<file path="config.mk">
export PLATFORM = sky130hd
export DESIGN_NAME = blit_loop_ctl
export DESIGN_NICKNAME = d
export VERILOG_FILES = /design/src/rtl/blit_pkg.sv /design/src/rtl/cnt_zd.sv /design/src/rtl/blit_loop_ctl.sv
export SDC_FILE = /design/constraint.sdc
export NUM_CORES = 1
export LEC_CHECK = 0
export ABC_AREA = 1
export CORE_MARGIN = 1.5
export CORE_UTILIZATION = 54
export DETAILED_ROUTE_END_ITERATION = 10
export GPL_ROUTABILITY_DRIVEN = 0
export PLACE_DENSITY = 0.91
export SLEW_MARGIN = 20
export SYNTH_ARGS = -nofsm -noshare
export SYNTH_HDL_FRONTEND = slang
export SYNTH_SLANG_ARGS = --single-unit
</file>
<file path="constraint.sdc">
create_clock -name clk -period 3.7 [get_ports clk]
set_input_delay 0.74 -clock clk [delete_from_list [all_inputs] [get_ports clk]]
set_output_delay 0.74 -clock clk [all_outputs]
set_load 0.05 [all_outputs]
</file>
<file path="src/rtl/blit_pkg.sv">
// ----------------------------------------------------------------------------
// blit_pkg
// Shared types and constants for the blitter loop sequencer.
//   state_t  : sequencer states (IDLE, INNER, LINE, DONE)
//   CW_DEF   : default counter width; must be a multiple of 4 because the
//              zero detect is assembled from 4-bit NOR groups
//   STALL_W  : width of the optional stall counter (BLIT_LOOP_STALL_CNT_EN)
// ----------------------------------------------------------------------------
package blit_pkg;

    localparam int CW_DEF  = 16;
    localparam int STALL_W = 16;

    typedef enum logic [1:0] {
        IDLE  = 2'd0,
        INNER = 2'd1,
        LINE  = 2'd2,
        DONE  = 2'd3
    } state_t;

endpackage

</file>
<file path="src/rtl/cnt_zd.sv">
// ----------------------------------------------------------------------------
// cnt_zd
// Loadable CW-bit down-counter with zero detection.
// Ports:
//   clk, rst      : clock, asynchronous active-high reset (count -> 0)
//   i_ld          : load i_ld_val (has priority over i_dec)
//   i_ld_val      : value to load
//   i_dec         : decrement by one
//   o_cnt         : current count
//   o_next_zero   : count minus one is zero (i.e. the next decrement ends it)
//   o_ld_zero     : load value is zero
// Zero detect is a set of 4-bit NOR groups ANDed together, so CW must be a
// multiple of 4.
// ----------------------------------------------------------------------------
module cnt_zd #(
    parameter int CW = 16
) (
    input  logic          clk,
    input  logic          rst,
    input  logic          i_ld,
    input  logic [CW-1:0] i_ld_val,
    input  logic          i_dec,
    output logic [CW-1:0] o_cnt,
    output logic          o_next_zero,
    output logic          o_ld_zero
);

    localparam int NG = CW / 4;

    logic [CW-1:0] r_cnt;
    logic [CW-1:0] w_dec_val;
    logic [NG-1:0] w_nz_grp;
    logic [NG-1:0] w_lz_grp;

    assign w_dec_val = r_cnt - {{(CW-1){1'b0}}, 1'b1};

    genvar gi;
    generate
        for (gi = 0; gi < NG; gi++) begin : g_zd
            assign w_nz_grp[gi] = ~|w_dec_val[4*gi +: 4];
            assign w_lz_grp[gi] = ~|i_ld_val[4*gi +: 4];
        end
    endgenerate

    // The decrement is never issued at zero, so the wrapped value of
    // w_dec_val for r_cnt==0 is never acted on.
    assign o_next_zero = &w_nz_grp;
    assign o_ld_zero   = &w_lz_grp;
    assign o_cnt       = r_cnt;

    always_ff @(posedge clk or posedge rst) begin
        if (rst) begin
            r_cnt <= '0;
        end else if (i_ld) begin
            r_cnt <= i_ld_val;
        end else if (i_dec) begin
            r_cnt <= w_dec_val;
        end
    end

endmodule

</file>
<file path="src/rtl/blit_loop_ctl.sv">
// ----------------------------------------------------------------------------
// blit_loop_ctl
// Two-level loop sequencer for the blitter: inner pixel count, outer line
// count. Issues one step_req per element, waits for step_ack, strobes
// line_end after each line and done at the end of the blit.
// Ports:
//   clk, reset          : clock, asynchronous active-high reset
//   start               : command pulse, accepted only in IDLE
//   abort               : end the blit early (INNER/LINE only), counters freeze
//   inner_ld, outer_ld  : inner (pixels) and outer (lines) load values
//   step_ack            : datapath consumed the current element
//   busy                : blit in progress (through the DONE cycle)
//   step_req            : element request, high throughout INNER
//   line_end            : one-cycle strobe per line (LINE state)
//   done                : one-cycle completion strobe (DONE state)
//   inner_rem, outer_rem: live counter values
//   stall_cnt           : only with BLIT_LOOP_STALL_CNT_EN defined; counts
//                         INNER cycles without ack, saturating
// ----------------------------------------------------------------------------
module blit_loop_ctl
    import blit_pkg::*;
#(
    parameter int CW = CW_DEF
) (
    input  logic          clk,
    input  logic          reset,
    input  logic          start,
    input  logic          abort,
    input  logic [CW-1:0] inner_ld,
    input  logic [CW-1:0] outer_ld,
    input  logic          step_ack,
    output logic          busy,
    output logic          step_req,
    output logic          line_end,
    output logic          done,
    output logic [CW-1:0] inner_rem,
    output logic [CW-1:0] outer_rem
`ifdef BLIT_LOOP_STALL_CNT_EN
    ,
    output logic [STALL_W-1:0] stall_cnt
`endif
);

    state_t r_state;
    state_t w_state_next;

    logic w_inner_ld;
    logic w_inner_dec;
    logic w_outer_ld;
    logic w_outer_dec;
    logic w_inner_next_zero;
    logic w_outer_next_zero;
    logic w_inner_ld_zero;
    logic w_outer_ld_zero;

    cnt_zd #(.CW(CW)) u_inner (
        .clk         (clk),
        .rst         (reset),
        .i_ld        (w_inner_ld),
        .i_ld_val    (inner_ld),
        .i_dec       (w_inner_dec),
        .o_cnt       (inner_rem),
        .o_next_zero (w_inner_next_zero),
        .o_ld_zero   (w_inner_ld_zero)
    );

    cnt_zd #(.CW(CW)) u_outer (
        .clk         (clk),
        .rst         (reset),
        .i_ld        (w_outer_ld),
        .i_ld_val    (outer_ld),
        .i_dec       (w_outer_dec),
        .o_cnt       (outer_rem),
        .o_next_zero (w_outer_next_zero),
        .o_ld_zero   (w_outer_ld_zero)
    );

    always_ff @(posedge clk or posedge reset) begin
        if (reset) begin
            r_state <= IDLE;
        end else begin
            r_state <= w_state_next;
        end
    end

    always_comb begin
        w_state_next = r_state;
        w_inner_ld   = 1'b0;
        w_inner_dec  = 1'b0;
        w_outer_ld   = 1'b0;
        w_outer_dec  = 1'b0;
        busy         = 1'b1;
        step_req     = 1'b0;
        line_end     = 1'b0;
        done         = 1'b0;

        case (r_state)
            IDLE: begin
                busy = 1'b0;
                // start wins over a simultaneous abort: abort is not looked at here
                if (start) begin
                    w_inner_ld = 1'b1;
                    w_outer_ld = 1'b1;
                    if (w_inner_ld_zero || w_outer_ld_zero) begin
                        w_state_next = DONE;
                    end else begin
                        w_state_next = INNER;
                    end
                end
            end

            INNER: begin
                step_req = 1'b1;
                // abort beats an ack in the same cycle so the count freezes
                if (abort) begin
                    w_state_next = DONE;
                end else if (step_ack) begin
                    w_inner_dec = 1'b1;
                    if (w_inner_next_zero) begin
                        w_state_next = LINE;
                    end
                end
            end

            LINE: begin
                line_end = 1'b1;
                if (abort) begin
                    w_state_next = DONE;
                end else begin
                    w_outer_dec = 1'b1;
                    if (w_outer_next_zero) begin
                        w_state_next = DONE;
                    end else begin
                        w_inner_ld   = 1'b1;
                        w_state_next = INNER;
                    end
                end
            end

            DONE: begin
                done         = 1'b1;
                w_state_next = IDLE;
            end

            default: begin
                w_state_next = IDLE;
            end
        endcase
    end

`ifdef BLIT_LOOP_STALL_CNT_EN
    logic [STALL_W-1:0] r_stall;
    logic               w_stall_clr;
    logic               w_stall_inc;

    assign w_stall_clr = (r_state == IDLE) && start;
    assign w_stall_inc = (r_state == INNER) && !step_ack;

    always_ff @(posedge clk or posedge reset) begin
        if (reset) begin
            r_stall <= '0;
        end else if (w_stall_clr) begin
            r_stall <= '0;
        end else if (w_stall_inc && (r_stall != {STALL_W{1'b1}})) begin
            r_stall <= r_stall + {{(STALL_W-1){1'b0}}, 1'b1};
        end
    end

    assign stall_cnt = r_stall;
`endif

endmodule

</file>
== Word-level counts from Yosys, hierarchy flattened ==
Cells that the tools add are included.
Cells by class
  shifts and indexed selects: 0
  add/subtract/negate cells: 2
  reductions and logical operators: 41
  div/mod/pow operators: 0
  equality and inequality tests: 6
  bitwise gates (word level): 0
  multiply operators: 0
  order comparisons: 0
  multiplexer cells: 26
Operators by type and width (count)
  2-to-1 mux 16 bit: 4
  OR reduction 4 bit: 16
  subtractor 16 x 1 -> 16 bit (second input constant): 2
  zero test 1 bit: 16
  AND reduction 4 bit: 4
  2-to-1 mux 2 bit: 7
  2-to-1 mux 1 bit: 13
  one-hot mux 2 bit (4 select lines): 1
  == test 2 bit (second input constant): 2
  nonzero test 2 bit: 2
  != test 3 x 2 -> 1 bit (second input constant): 1
  != test 3 bit (second input constant): 1
  AND reduction 3 bit: 1
  == test 2 x 1 -> 1 bit (second input constant): 1
  zero test 2 bit: 1
  != test 2 bit (second input constant): 1
  one-hot mux 1 bit (2 select lines): 1
  logical OR 1 bit: 1
Word-level totals
  bits in writable memories: 0
  word-level logic and storage cells: 78
  bits in registers: 34
  memories kept: 0
  bits in latches: 0
  bits of input ports: 37
  memory bits (read-only): 0

== Longest topological paths before layout ==
Gate-level depths: netlist of run 1.
  word-level depth: 8
  depth in mapped cells: 17

== Cells and area by module ==
A second synthesis of run 1 with hierarchy kept.
Second synthesis, totals
  cell total of the unflattened synthesis: 373
  area, all modules: 2598.7 µm²
Modules (own cells, without submodules)
  cnt_zd: instances 2, cells an instance 171, area an instance 1213.7 µm²
  blit_loop_ctl: instances 1, cells an instance 31, area an instance 171.4 µm²

== Worst setup path after synthesis of run 1 ==
Ideal clock, no wire load.
  kind: register to register
  start: reg u_outer.r_cnt[0] (netlist: u_outer.o_cnt[0])
  end: reg u_inner.r_cnt[8] (netlist: u_inner.o_cnt[8])
  clock period less this slack: 2427 ps
  path buffers: 1
  cell stages (with the launch flop): 18
  library setup time: 119 ps
  data required time: 3581 ps
  data arrival time: 2309 ps
  setup slack: 1273 ps
  cells stage by stage: dfrtp_1 -> inv_1 -> ha_1 -> inv_1 -> nor2_1 -> nand3_1 -> nor2_1 -> nor2_2 -> nand2_1 -> nor2_1 -> nand2_1 -> nor2_2 -> nand3_4 -> nand2_4 -> buf_6 -> nand2_1 -> nand2_1 -> nand2_1
On the way
  word-level cells in the longest chain between the ends: 8
  elaborated cells between the ends (all ways): 15
  those cells by class: add/sub: 1; mux: 4; reduce/logical: 10
RTL lines
  start: declaration: RTL line cnt_zd.sv:30  | logic [CW-1:0] r_cnt;
  start signal: assignment: RTL line cnt_zd.sv:55  | r_cnt <= i_ld_val;
  start signal: assignment: RTL line cnt_zd.sv:57  | r_cnt <= w_dec_val;
  subtractor 16 x 1 -> 16 bit *: RTL line cnt_zd.sv:35  | assign w_dec_val = r_cnt - {{(CW-1){1'b0}}, 1'b1};
  OR reduction 4 bit: RTL line cnt_zd.sv:40  | assign w_nz_grp[gi] = ~|w_dec_val[4*gi +: 4];
  zero test 1 bit: RTL line cnt_zd.sv:40
  AND reduction 4 bit *: RTL line cnt_zd.sv:47  | assign o_next_zero = &w_nz_grp;
  2-to-1 mux 1 bit *: RTL line blit_loop_ctl.sv:131  | if (w_outer_next_zero) begin
  2-to-1 mux 1 bit *: RTL line blit_loop_ctl.sv:127  | if (abort) begin
  one-hot mux 1 bit (2 select lines) *: RTL line blit_loop_ctl.sv:97  | case (r_state)
  2-to-1 mux 16 bit or nonzero test 2 bit (tied branches)
  end signal: assignment: RTL line cnt_zd.sv:55
  end signal: assignment: RTL line cnt_zd.sv:57
  end: declaration: RTL line cnt_zd.sv:30
Every way passes the cells marked *; elsewhere a longest branch is shown, timed or not.
A chain may end at the register's enable or synchronous reset.

== Worst setup path in the final report of run 1 ==
  start: reg u_outer.r_cnt[0] (netlist: u_outer.o_cnt[0])
  end: reg u_inner.r_cnt[14] (netlist: u_inner.o_cnt[14])
The elaborated chain is that of the path after synthesis.

==> results.sh, run 1 <==
export IMPL_clk_pin_slew_worst_paths_ns=0.08
export IMPL_crit_slowest_cell="dfrtp_1"
export IMPL_synth_cells=481
export IMPL_clkLatencyLatePin_ns=0.30
export IMPL_setup_viol=0
export IMPL_path_class="flip-flop to flip-flop"
export IMPL_die_area_sq_mm=0.00587
export IMPL_die_w_um=76.6
export IMPL_hold_buffers=0
export IMPL_start_util_pct=56.6
export IMPL_register_area_sq_um=851
export IMPL_clockPowerShare_pct=8.4
export IMPL_cp_max_fo=31
export IMPL_final_antenna_net_count=0
export IMPL_final_util_pct=73.3
export IMPL_seq_power_share_pct=23.6
export IMPL_arrival_ns=2.82
export IMPL_num_vias=3440
export IMPL_max_slew_margin_pct=59.6
export IMPL_p_leak_uw=0.00193
export IMPL_cts_resized=0
export IMPL_hold_path_class="flip-flop to flip-flop"
export IMPL_fillCellCount=389
export IMPL_cts_tree="done"
export IMPL_cp_top_family="simple AND/OR/NAND/NOR gates"
export IMPL_hold_viol=0
export IMPL_peakVddDrop_mv=0.645
export IMPL_core_area_sq_mm=0.00517
export IMPL_sw_frac_of_total_pct=58.2
export IMPL_area_growth_pct=29.6
export IMPL_slowest_delay_ns=0.41
export IMPL_cts_buffers_inserted=5
export IMPL_rsz0062_at_grt="no"
export IMPL_via_per_inst=5.51
export IMPL_drive_gt1_share_pct=5.78
export IMPL_cts_num_sinks=34
export IMPL_crit_buf_inv=1
export IMPL_grt_pass1_wl_um=14100
export IMPL_fin_setup_tns_ns=0
export IMPL_dpl_hpwl_um=6500
export IMPL_finalCritPeriodShare_pct=71.1
export IMPL_synthArstFlopShare_pct=100
export IMPL_fin_skew_ns=0.00284
export IMPL_path_common_cell="nand2_1"
export IMPL_synth_top_flop_cell="dfrtp_1"
export IMPL_place_ws_ns=0.894
export IMPL_ios=73
export IMPL_power_switching_uw=2110
export IMPL_yosysUniqueCellTypes=31
export IMPL_synth_yosys_seq_area_share_pct=29.1
export IMPL_endpoint_kind="flip-flop"
export IMPL_synth_nets=522
export IMPL_cts_setup_buffers=0
export IMPL_period_minus_slack_ns=2.63
export IMPL_grt_usage_pct=29.9
export IMPL_numPortBuffers=72
export IMPL_fmax_mhz=380
export IMPL_cp_required_ns=3.89
export IMPL_pwr_share_comb_pct=68.1
export IMPL_status="completed"
export IMPL_num_rows=26
export IMPL_wl_um=8640
export IMPL_antenna_found_initial=0
export IMPL_multi_input_area_sq_mm=0.00172
export IMPL_drt_iter0_markers=425
export IMPL_synth_seq_cells=34
export IMPL_n_antenna_cell=0
export IMPL_p_per_area_mw_per_mm2=956
export IMPL_dr_pass1_iters=5
export IMPL_wl_per_cell_um=13.8
export IMPL_ys_warnings_count=0
export IMPL_syn_avg_cell_area_sq_um=6.08
export IMPL_tightest_slew_ns=0.604
export IMPL_grt_pass1_vias=3089
export IMPL_overflow=0
export IMPL_clock_root_buffer="clkbuf_8"
export IMPL_p_int_uw=1510
export IMPL_synth_edff_count=0
export IMPL_grt_max_degree=35
export IMPL_slew_violations=0
export IMPL_die_y_um=76.6
export IMPL_fin_ws_ns=1.07
export IMPL_synth_area_sq_mm=0.00293
export IMPL_htree_levels=2
export IMPL_clockBufferDepth=2
export IMPL_cap_violations=0
export IMPL_nets=594
export IMPL_rrSetupSlack_ns=1.07
export IMPL_path_cells="inv_1 > ha_1 > nand2_2 > nor2_4 > nor2_1 > nor2_2 > nand2_1 > nor2_1 > nand2_1 > nor2_2 > nand3_4 > nand2_4 > nand2_1 > nand2_1 > nand2_1"
export IMPL_drc=0
export IMPL_critPathLaunchType="flip-flop"
-- cell type report --
cell class,instances,share of cell area [%]
multi-input combinational,360,45.4
tap,70,2.31
sequential,34,22.4
timing repair buffer,77,20.0
clock inverter,1,0.132
clock buffer,7,2.28
inverter,75,7.43
-- layout by cell type, fill, tap and decap left out --
cell / n
a21boi_0: 1
a21oi_1: 3
a31oi_1: 1
buf_4: 5
clkbuf_1: 1
clkbuf_8: 6
clkdlybuf4s50_1: 72
clkinv_2: 1
dfrtp_1: 34
ha_1: 4
inv_1: 73
inv_2: 2
nand2_1: 172
nand2_2: 2
nand2_4: 2
nand3_1: 62
nand3_4: 1
nand3b_1: 3
nand4_1: 8
nor2_1: 51
nor2_2: 4
nor2_4: 3
nor2_8: 1
nor3_1: 3
nor4_1: 8
o211ai_1: 6
o21ai_0: 5
o21ai_1: 1
o221ai_1: 9
o22ai_1: 1
or2_2: 5
xnor2_1: 2
xor2_1: 2
-- layer usage --
layer  vias to the layer above  GRT usage [%]  part of all wire, %
met5                         -              0                    0
met4                         0           9.26                  1.7
met3                        18           5.15                  9.2
met2                       197           48.6                   45
met1                      1550           40.5                   44
li1                       1675              -                    -
-- worst reg2reg max path, delay by kind of cell, from the launching register on --
family	cells	cell delay [ns]
and+or+nand+nor	13	1.60
DFF	1	0.41
adders and majority gates	1	0.30
buffers and inverters	1	0.21
-- registers in the layout (all words and copies together) (netlist names) --
register and cells:
r_state 2, u_inner.o_cnt 16, u_outer.o_cnt 16
-- power groups by stage --
stage / registers (uW) / logic, uW / clock network, uW
floorplan: 1380 / 1180 / 0
global placement: 839 / 2380 / 0
detailed placement: 846 / 2430 / 0
CTS: 844 / 2450 / 302
global route: 881 / 2660 / 314
finish: 854 / 2470 / 303
-- synth_stat cells, types with 2 or more instances --
master / instances / area, sq um
a21oi_1: 3 / 15.0
ha_1: 4 / 50.1
inv_2: 2 / 7.51
nor2_2: 4 / 25.0
nand3b_1: 3 / 22.5
buf_6: 3 / 33.8
nand2_2: 2 / 12.5
xnor2_1: 2 / 17.5
nand2_4: 2 / 22.5
nor2_4: 3 / 33.8
or2_2: 5 / 31.3
buf_2: 3 / 15.0
nor2_1: 51 / 191
nand2_1: 172 / 646
nor4_1: 8 / 50.1
nand3_1: 62 / 310
xor2_1: 2 / 17.5
clkbuf_1: 6 / 22.5
nor3_1: 3 / 15.0
o221ai_1: 9 / 78.8
nand4_1: 8 / 50.1
dfrtp_1: 34 / 851
inv_1: 73 / 274
o21ai_0: 5 / 25.0
o211ai_1: 6 / 45.0
-- path summary, 6_finish.rpt --
| path | from | end | cells past startpoint |
|---|---|---|---|
| max reg2reg | u_outer.o_cnt[0] | u_inner.o_cnt[14] | 15 |
| min in group asynchronous | reset | r_state[0] | 3 |
| min | u_inner.o_cnt[1] | u_inner.o_cnt[1] | 2 |
| max | u_outer.o_cnt[0] | u_inner.o_cnt[14] | 15 |
| max in group asynchronous | reset | u_outer.o_cnt[3] | 3 |
| min reg2reg | u_inner.o_cnt[1] | u_inner.o_cnt[1] | 2 |
-- kinds of logic (layout without fill, tap and decap cells) --
group | count (synthesis) | count (layout) | share of synthesized area, %
buffers and inverters | 87 | 160 | 12.1
adder cells (fa/ha/maj) | 4 | 4 | 1.71
AND/OR/NAND/NOR | 325 | 325 | 49.5
XOR/XNOR | 4 | 4 | 1.20
AO/OA/AOI/OAI | 27 | 27 | 6.46
flip-flops | 34 | 34 | 29.1
-- metrics by stage --
stage | std cells | cell area [sq um] | hold slack [ns] | power, uW
6_report | 624 | 3790 | 0.556 | 3620
5_1_grt | 624 | 3790 | 0.604 | 3860
4_1_cts | 624 | 3790 | 0.554 | 3590
3_5_place_dp | 616 | 3700 | 0.543 | 3280
3_3_place_gp | 616 | 3700 | 0.527 | 3220
2_1_floorplan | 481 | 2930 | 0.604 | 2560
Note: power is estimated with default switching activity, not from simulation.
==> run 2, diff against run 1 <==
--- a/config.mk
+++ b/config.mk
@@ -7,10 +7,10 @@
 export LEC_CHECK = 0
 export ABC_AREA = 1
 export CORE_MARGIN = 1.5
-export CORE_UTILIZATION = 54
+export CORE_UTILIZATION = 45
 export DETAILED_ROUTE_END_ITERATION = 10
 export GPL_ROUTABILITY_DRIVEN = 0
-export PLACE_DENSITY = 0.91
+export PLACE_DENSITY = 0.81
 export SLEW_MARGIN = 20
 export SYNTH_ARGS = -nofsm -noshare
 export SYNTH_HDL_FRONTEND = slang
==> constraint.sdc (replaced) <==
create_clock -name clk -period 2.34 [get_ports clk]
set_input_delay 0.468 -clock clk [delete_from_list [all_inputs] [get_ports clk]]
set_output_delay 0.468 -clock clk [all_outputs]
set_load 0.05 [all_outputs]
==> run 2 against run 1 <==
Cell count is 2.4% higher. Critical path type is now flip-flop to output pin. Utilization decreased by 12 points. Setup slack worse by 0.95 ns. Sequential cell count did not move. Critical endpoint is now step_req. Sequential power up 58%. Clock skew is 0.0084 ns higher. Wire length up 2.5%. Non-clock buffer count rose by 6. Clock power is 44% higher. Total power increased by 60%. Highest routed layer unchanged. Register-to-register slack worse by 0.91 ns.
==> results.sh, run 2 (synthesized netlist as in run 1, its figures left out) <==
export IMPL_status="completed"
export IMPL_clockBufferDepth=2
export IMPL_fin_setup_tns_ns=0
export IMPL_hold_buffers=0
export IMPL_slowest_delay_ns=0.83
export IMPL_crit_buf_inv=2
export IMPL_die_w_um=83.6
export IMPL_grt_max_degree=35
export IMPL_layout_common_cells="172 x nand2_1, 71 x inv_1, 71 x clkdlybuf4s50_1, 62 x nand3_1, 50 x nor2_1"
export IMPL_num_vias=3450
export IMPL_mostFrequentLayoutCell="nand2_1"
export IMPL_num_rows=29
export IMPL_max_slew_margin_pct=65.5
export IMPL_die_y_um=83.6
export IMPL_whs_path_depth=2
export IMPL_dp_cells=629
export IMPL_dpl_hpwl_um=6480
export IMPL_crit_path_start="r_state[0]"
export IMPL_die_area_sq_mm=0.00699
export IMPL_start_util_pct=46.3
export IMPL_hold_path_class="flip-flop to flip-flop"
export IMPL_endpoint_kind="output pin"
export IMPL_nets=602
export IMPL_grt_usage_pct=24.3
export IMPL_r2r_cells=13
export IMPL_period_minus_slack_ns=2.22
export IMPL_drive_gt1_share_pct=7.83
export IMPL_peakVddDrop_mv=0.883
export IMPL_path_cells="inv_1 > nor2_1 > clkdlybuf4s50_1"
export IMPL_cts_num_sinks=34
export IMPL_p_leak_uw=0.00198
export IMPL_hold_viol=0
export IMPL_rrSetupSlack_ns=0.16
export IMPL_clk_pin_slew_worst_paths_ns=0.07
export IMPL_grt_pass1_wl_um=14100
export IMPL_r2r_end="u_inner.o_cnt[11]"
export IMPL_wl_per_cell_um=13.9
export IMPL_cp_top_family="buffers and inverters"
export IMPL_cts_resized=0
export IMPL_endpoint="step_req"
export IMPL_power_uw=5790
export IMPL_cts_buffers_inserted=5
export IMPL_cp_required_ns=1.87
export IMPL_htree_levels=2
export IMPL_crit_slowest_cell="clkdlybuf4s50_1"
export IMPL_r2r_start="u_outer.o_cnt[3]"
export IMPL_cp_max_fo=5
export IMPL_ios=73
export IMPL_via_per_inst=5.40
export IMPL_critPathLaunchType="flip-flop"
export IMPL_dr_pass1_iters=5
export IMPL_final_util_pct=61.7
export IMPL_antenna_found_initial=0
export IMPL_final_antenna_net_count=0
export IMPL_cts_tree="done"
export IMPL_finalCritPeriodShare_pct=94.9
export IMPL_numPortBuffers=72
export IMPL_drt_iter0_markers=332
export IMPL_rsz0062_at_grt="yes"
export IMPL_drc=0
export IMPL_clock_root_buffer="clkbuf_8"
export IMPL_tightest_slew_ns=0.516
export IMPL_cts_setup_buffers=0
export IMPL_n_antenna_cell=0
export IMPL_fin_skew_ns=0.0112
export IMPL_whs_ns=0.548
export IMPL_clkLatencyLatePin_ns=0.30
export IMPL_slew_violations=0
export IMPL_overflow=0
export IMPL_finalNonFillerCells=639
export IMPL_area_growth_pct=33.2
export IMPL_setup_viol=0
export IMPL_fmax_mhz=450
export IMPL_path_class="flip-flop to output pin"
export IMPL_crit_cells=3
export IMPL_cap_violations=0
export IMPL_core_area_sq_mm=0.00631
export IMPL_p_per_area_mw_per_mm2=1490
export IMPL_grt_pass1_vias=3047
export IMPL_arrival_ns=1.75
export IMPL_wl_um=8860
## run 2: through the flow
step                setup slack, ns  area (sq um)
global route                -0.0384          3900
floorplan                    0.0101          2930
finish                        0.118          3900
global placement              0.231          3750
CTS                          0.0662          3830
detailed placement           0.0976          3750
## run 2: how the worst min path moves through the flow
stage                startpoint                end  slack [ns]
4_1_cts        u_inner.o_cnt[1]   u_inner.o_cnt[1]        0.55
5_1_grt                   reset   u_outer.o_cnt[4]        0.62
3_5_place_dp   u_inner.o_cnt[1]   u_inner.o_cnt[1]        0.53
3_3_place_gp   u_inner.o_cnt[1]   u_inner.o_cnt[1]        0.53
2_1_floorplan      outer_ld[11]  u_outer.o_cnt[11]        0.59
6_report       u_inner.o_cnt[1]   u_inner.o_cnt[1]        0.55
## run 2: final cells by class
cell class | instances | area (sq um)
sequential | 34 | 853
inverter | 75 | 282
fill | 603 | 2420
clock buffer | 8 | 80.1
timing repair buffer | 83 | 818
tap | 77 | 96.3
multi-input combinational | 362 | 1770
## run 2: per-layer routing
layer,global-route usage [%],vias up,share of wire [%]
met1,34.5,1555,44
met2,38.2,181,45
li1,-,1695,-
met3,4.35,19,9.3
met4,6.56,0,2.0
met5,0,-,0
## run 2: tightest hold or removal path: cells and delay by family, from the launching register on
kind             cells  cell delay, ns
and+or+nand+nor      2            0.14
DFF                  1            0.38
## run 2: power breakdown
part	leakage [uW]	switching [uW]	internal, uW	total [uW]
clock	0.0000395	225	212	437
combinational	0.00154	2670	1340	4010
sequential	0.000406	457	892	1350
==> run 3, diff against run 2 <==
--- a/config.mk
+++ b/config.mk
@@ -5,9 +5,8 @@
 export SDC_FILE = /design/constraint.sdc
 export NUM_CORES = 1
 export LEC_CHECK = 0
-export ABC_AREA = 1
 export CORE_MARGIN = 1.5
-export CORE_UTILIZATION = 45
+export CORE_UTILIZATION = 43
 export DETAILED_ROUTE_END_ITERATION = 10
 export GPL_ROUTABILITY_DRIVEN = 0
 export PLACE_DENSITY = 0.81
==> run 3 against run 2 <==
Sequential power shrank 8%. Synthesized cell count shrank 44%. Final area shrank 5.8%. Highest routed layer unchanged.
==> results.sh, run 3 <==
export IMPL_fin_skew_ns=0.00919
export IMPL_final_antenna_net_count=0
export IMPL_syn_avg_cell_area_sq_um=8.79
export IMPL_ys_top_cells_by_area="dfrtp_1 36%, mux2_2 7.6%, xor2_1 4.4%, nor4_1 4.2%, nand2_1 3.9%"
export IMPL_dr_pass1_iters=5
export IMPL_cts_tree="done"
export IMPL_fin_ws_ns=0.0244
export IMPL_mostFrequentLayoutCell="clkdlybuf4s50_1"
export IMPL_place_ws_ns=-0.0479
export IMPL_synthTopCellsByCount="34 x dfrtp_1, 25 x nand2_1, 20 x nor2_1, 16 x mux2_2, 16 x nor4_1"
export IMPL_drc=0
export IMPL_die_area_sq_mm=0.00599
export IMPL_cap_violations=0
export IMPL_core_area_sq_mm=0.00524
export IMPL_grt_pass1_vias=2643
export IMPL_synth_area_sq_mm=0.00238
export IMPL_layout_common_cells="71 x clkdlybuf4s50_1, 41 x buf_4, 32 x dfrtp_1, 25 x nand2_1, 19 x nor2_1"
export IMPL_nets=418
export IMPL_cts_num_sinks=34
export IMPL_synth_top_area_share_pct=35.7
export IMPL_dpl_hpwl_um=5680
export IMPL_die_y_um=77.4
export IMPL_tightest_slew_ns=0.508
export IMPL_critPathLaunchType="flip-flop"
export IMPL_yosysTopAreaCell="dfrtp_1"
export IMPL_start_util_pct=45.5
export IMPL_htree_levels=2
export IMPL_die_w_um=77.4
export IMPL_slew_violations=0
export IMPL_overflow=0
export IMPL_synth_edff_count=0
export IMPL_hold_path_class="input port to asynchronous set/reset pin"
export IMPL_antenna_found_initial=0
export IMPL_fillCellCount=383
export IMPL_fmax_mhz=432
export IMPL_power_uw=5750
export IMPL_area_growth_pct=54.2
export IMPL_path_class="flip-flop to flip-flop"
export IMPL_num_vias=2688
export IMPL_arrival_ns=2.49
export IMPL_period_minus_slack_ns=2.32
export IMPL_wl_um=7870
export IMPL_status="completed"
export IMPL_num_rows=26
export IMPL_grt_max_degree=35
export IMPL_numPortBuffers=72
export IMPL_synth_seq_cells=34
export IMPL_drive_gt1_share_pct=21.7
export IMPL_synth_yosys_seq_area_share_pct=35.7
export IMPL_endpoint_kind="flip-flop"
export IMPL_synth_top_flop_cell="dfrtp_1"
export IMPL_synthArstFlopShare_pct=100
export IMPL_via_per_inst=6.00
export IMPL_clk_pin_slew_worst_paths_ns=0.07
export IMPL_p_leak_uw=0.00153
export IMPL_yosysUniqueCellTypes=49
export IMPL_synth_nets=312
export IMPL_clkLatencyLatePin_ns=0.29
export IMPL_finalCritPeriodShare_pct=99.0
export IMPL_cp_max_fo=8
export IMPL_synth_cells=271
export IMPL_grt_pass1_wl_um=12800
export IMPL_yosysMostFrequentCell="dfrtp_1"
export IMPL_drt_iter0_markers=265
export IMPL_ios=73
export IMPL_p_per_area_mw_per_mm2=1570
export IMPL_ys_warnings_count=0
export IMPL_cp_required_ns=2.51
export IMPL_max_slew_margin_pct=66.0
export IMPL_clock_root_buffer="clkbuf_8"
export IMPL_hold_viol=0
export IMPL_grt_usage_pct=26.7
export IMPL_rsz0062_at_grt="yes"
export IMPL_wl_per_cell_um=17.6
export IMPL_clockBufferDepth=2
export IMPL_peakVddDrop_mv=1.19
export IMPL_setup_viol=0
export IMPL_cts_buffers_inserted=5
export IMPL_n_antenna_cell=0
[run 3: cell count changes after synthesis, sizes merged, moves of 10 or more]
cell and delta:
nor3 +12, nand2 -151, nor2 -39, inv -65, mux2 +16, xor2 +10
nand3 -55
[run 3: cell type report]
class	count	area (sq um)	area share [%]
sequential	34	853	23.2
timing repair buffer	114	1060	29.0
tap	70	87.6	2.39
multi-input combinational	212	1540	41.8
inverter	10	40.0	1.09
clock inverter	1	5.00	0.136
clock buffer	7	86.3	2.35
[run 3: worst paths after layout]
kind | from | endpoint | slack (ns) | cells past startpoint
setup reg to reg | u_outer.o_cnt[0] | u_inner.o_cnt[8] | 0.02 | 9
hold reg to reg | r_state[0] | r_state[0] | 0.59 | 1
max in group asynchronous | reset | u_outer.o_cnt[1] | 1.43 | 3
min in group clk | r_state[0] | r_state[0] | 0.59 | 1
hold / removal | reset | r_state[0] | 0.57 | 3
setup / recovery | u_outer.o_cnt[0] | u_inner.o_cnt[8] | 0.02 | 9
[run 3: cells by family (layout without fill, tap and decap cells)]
logic type	Yosys count	count (layout)	synth area share, %
muxes	16	16	7.57
buffers and inverters	25	132	4.73
DFF	34	34	35.7
and+or+nand+nor	120	120	27.2
AOI/OAI and AO/OA	54	54	16.1
adders and majority gates	4	4	2.10
xor gates and xnor gates	18	18	6.62
[run 3: metal layers]
layer,share of wire (%),vias up,GRT usage (%)
li1,-,1223,-
met1,41,1278,35.3
met2,48,158,43.7
met3,7.5,29,5.18
met4,3.1,0,9.27
met5,0,-,0
[run 3: critical path: stages (launching register included)]
cell and delay, ns:
dfrtp_2 0.45, inv_4 0.08, ha_4 0.15, nor3b_4 0.24, nand4_1 0.14, xor2_1 0.19, nand4_1 0.19, a21oi_4 0.25
clkbuf_16 0.21, mux2_4 0.30
[run 3: what timing repair did]
action                     in CTS  in global routing
gates cloned                    0                  1
hold buffers                    0                  0
resized for setup               2                 11
buffers inserted                1                  4
setup endpoints to repair       7                 18
pin swaps                       1                  2
[run 3: through the flow]
step / cells / TNS [ns] / cell area, sq um / hold slack (ns) / util [%]
6_report: 448 / 0 / 3670 / 0.574 / 70.1
5_1_grt: 448 / -1.10 / 3670 / 0.625 / 70.1
4_1_cts: 443 / 0 / 3570 / 0.588 / 68.2
3_5_place_dp: 434 / -0.0907 / 3470 / 0.575 / 66.2
3_3_place_gp: 434 / 0 / 3470 / 0.569 / 66.2
2_1_floorplan: 271 / -3.81 / 2470 / 0.590 / -
[run 3: report_power, final]
group          switching (uW)  internal, uW  total [uW]
Combinational            2340          1730        4060
Clock                     212           237         449
Sequential                356           880        1240
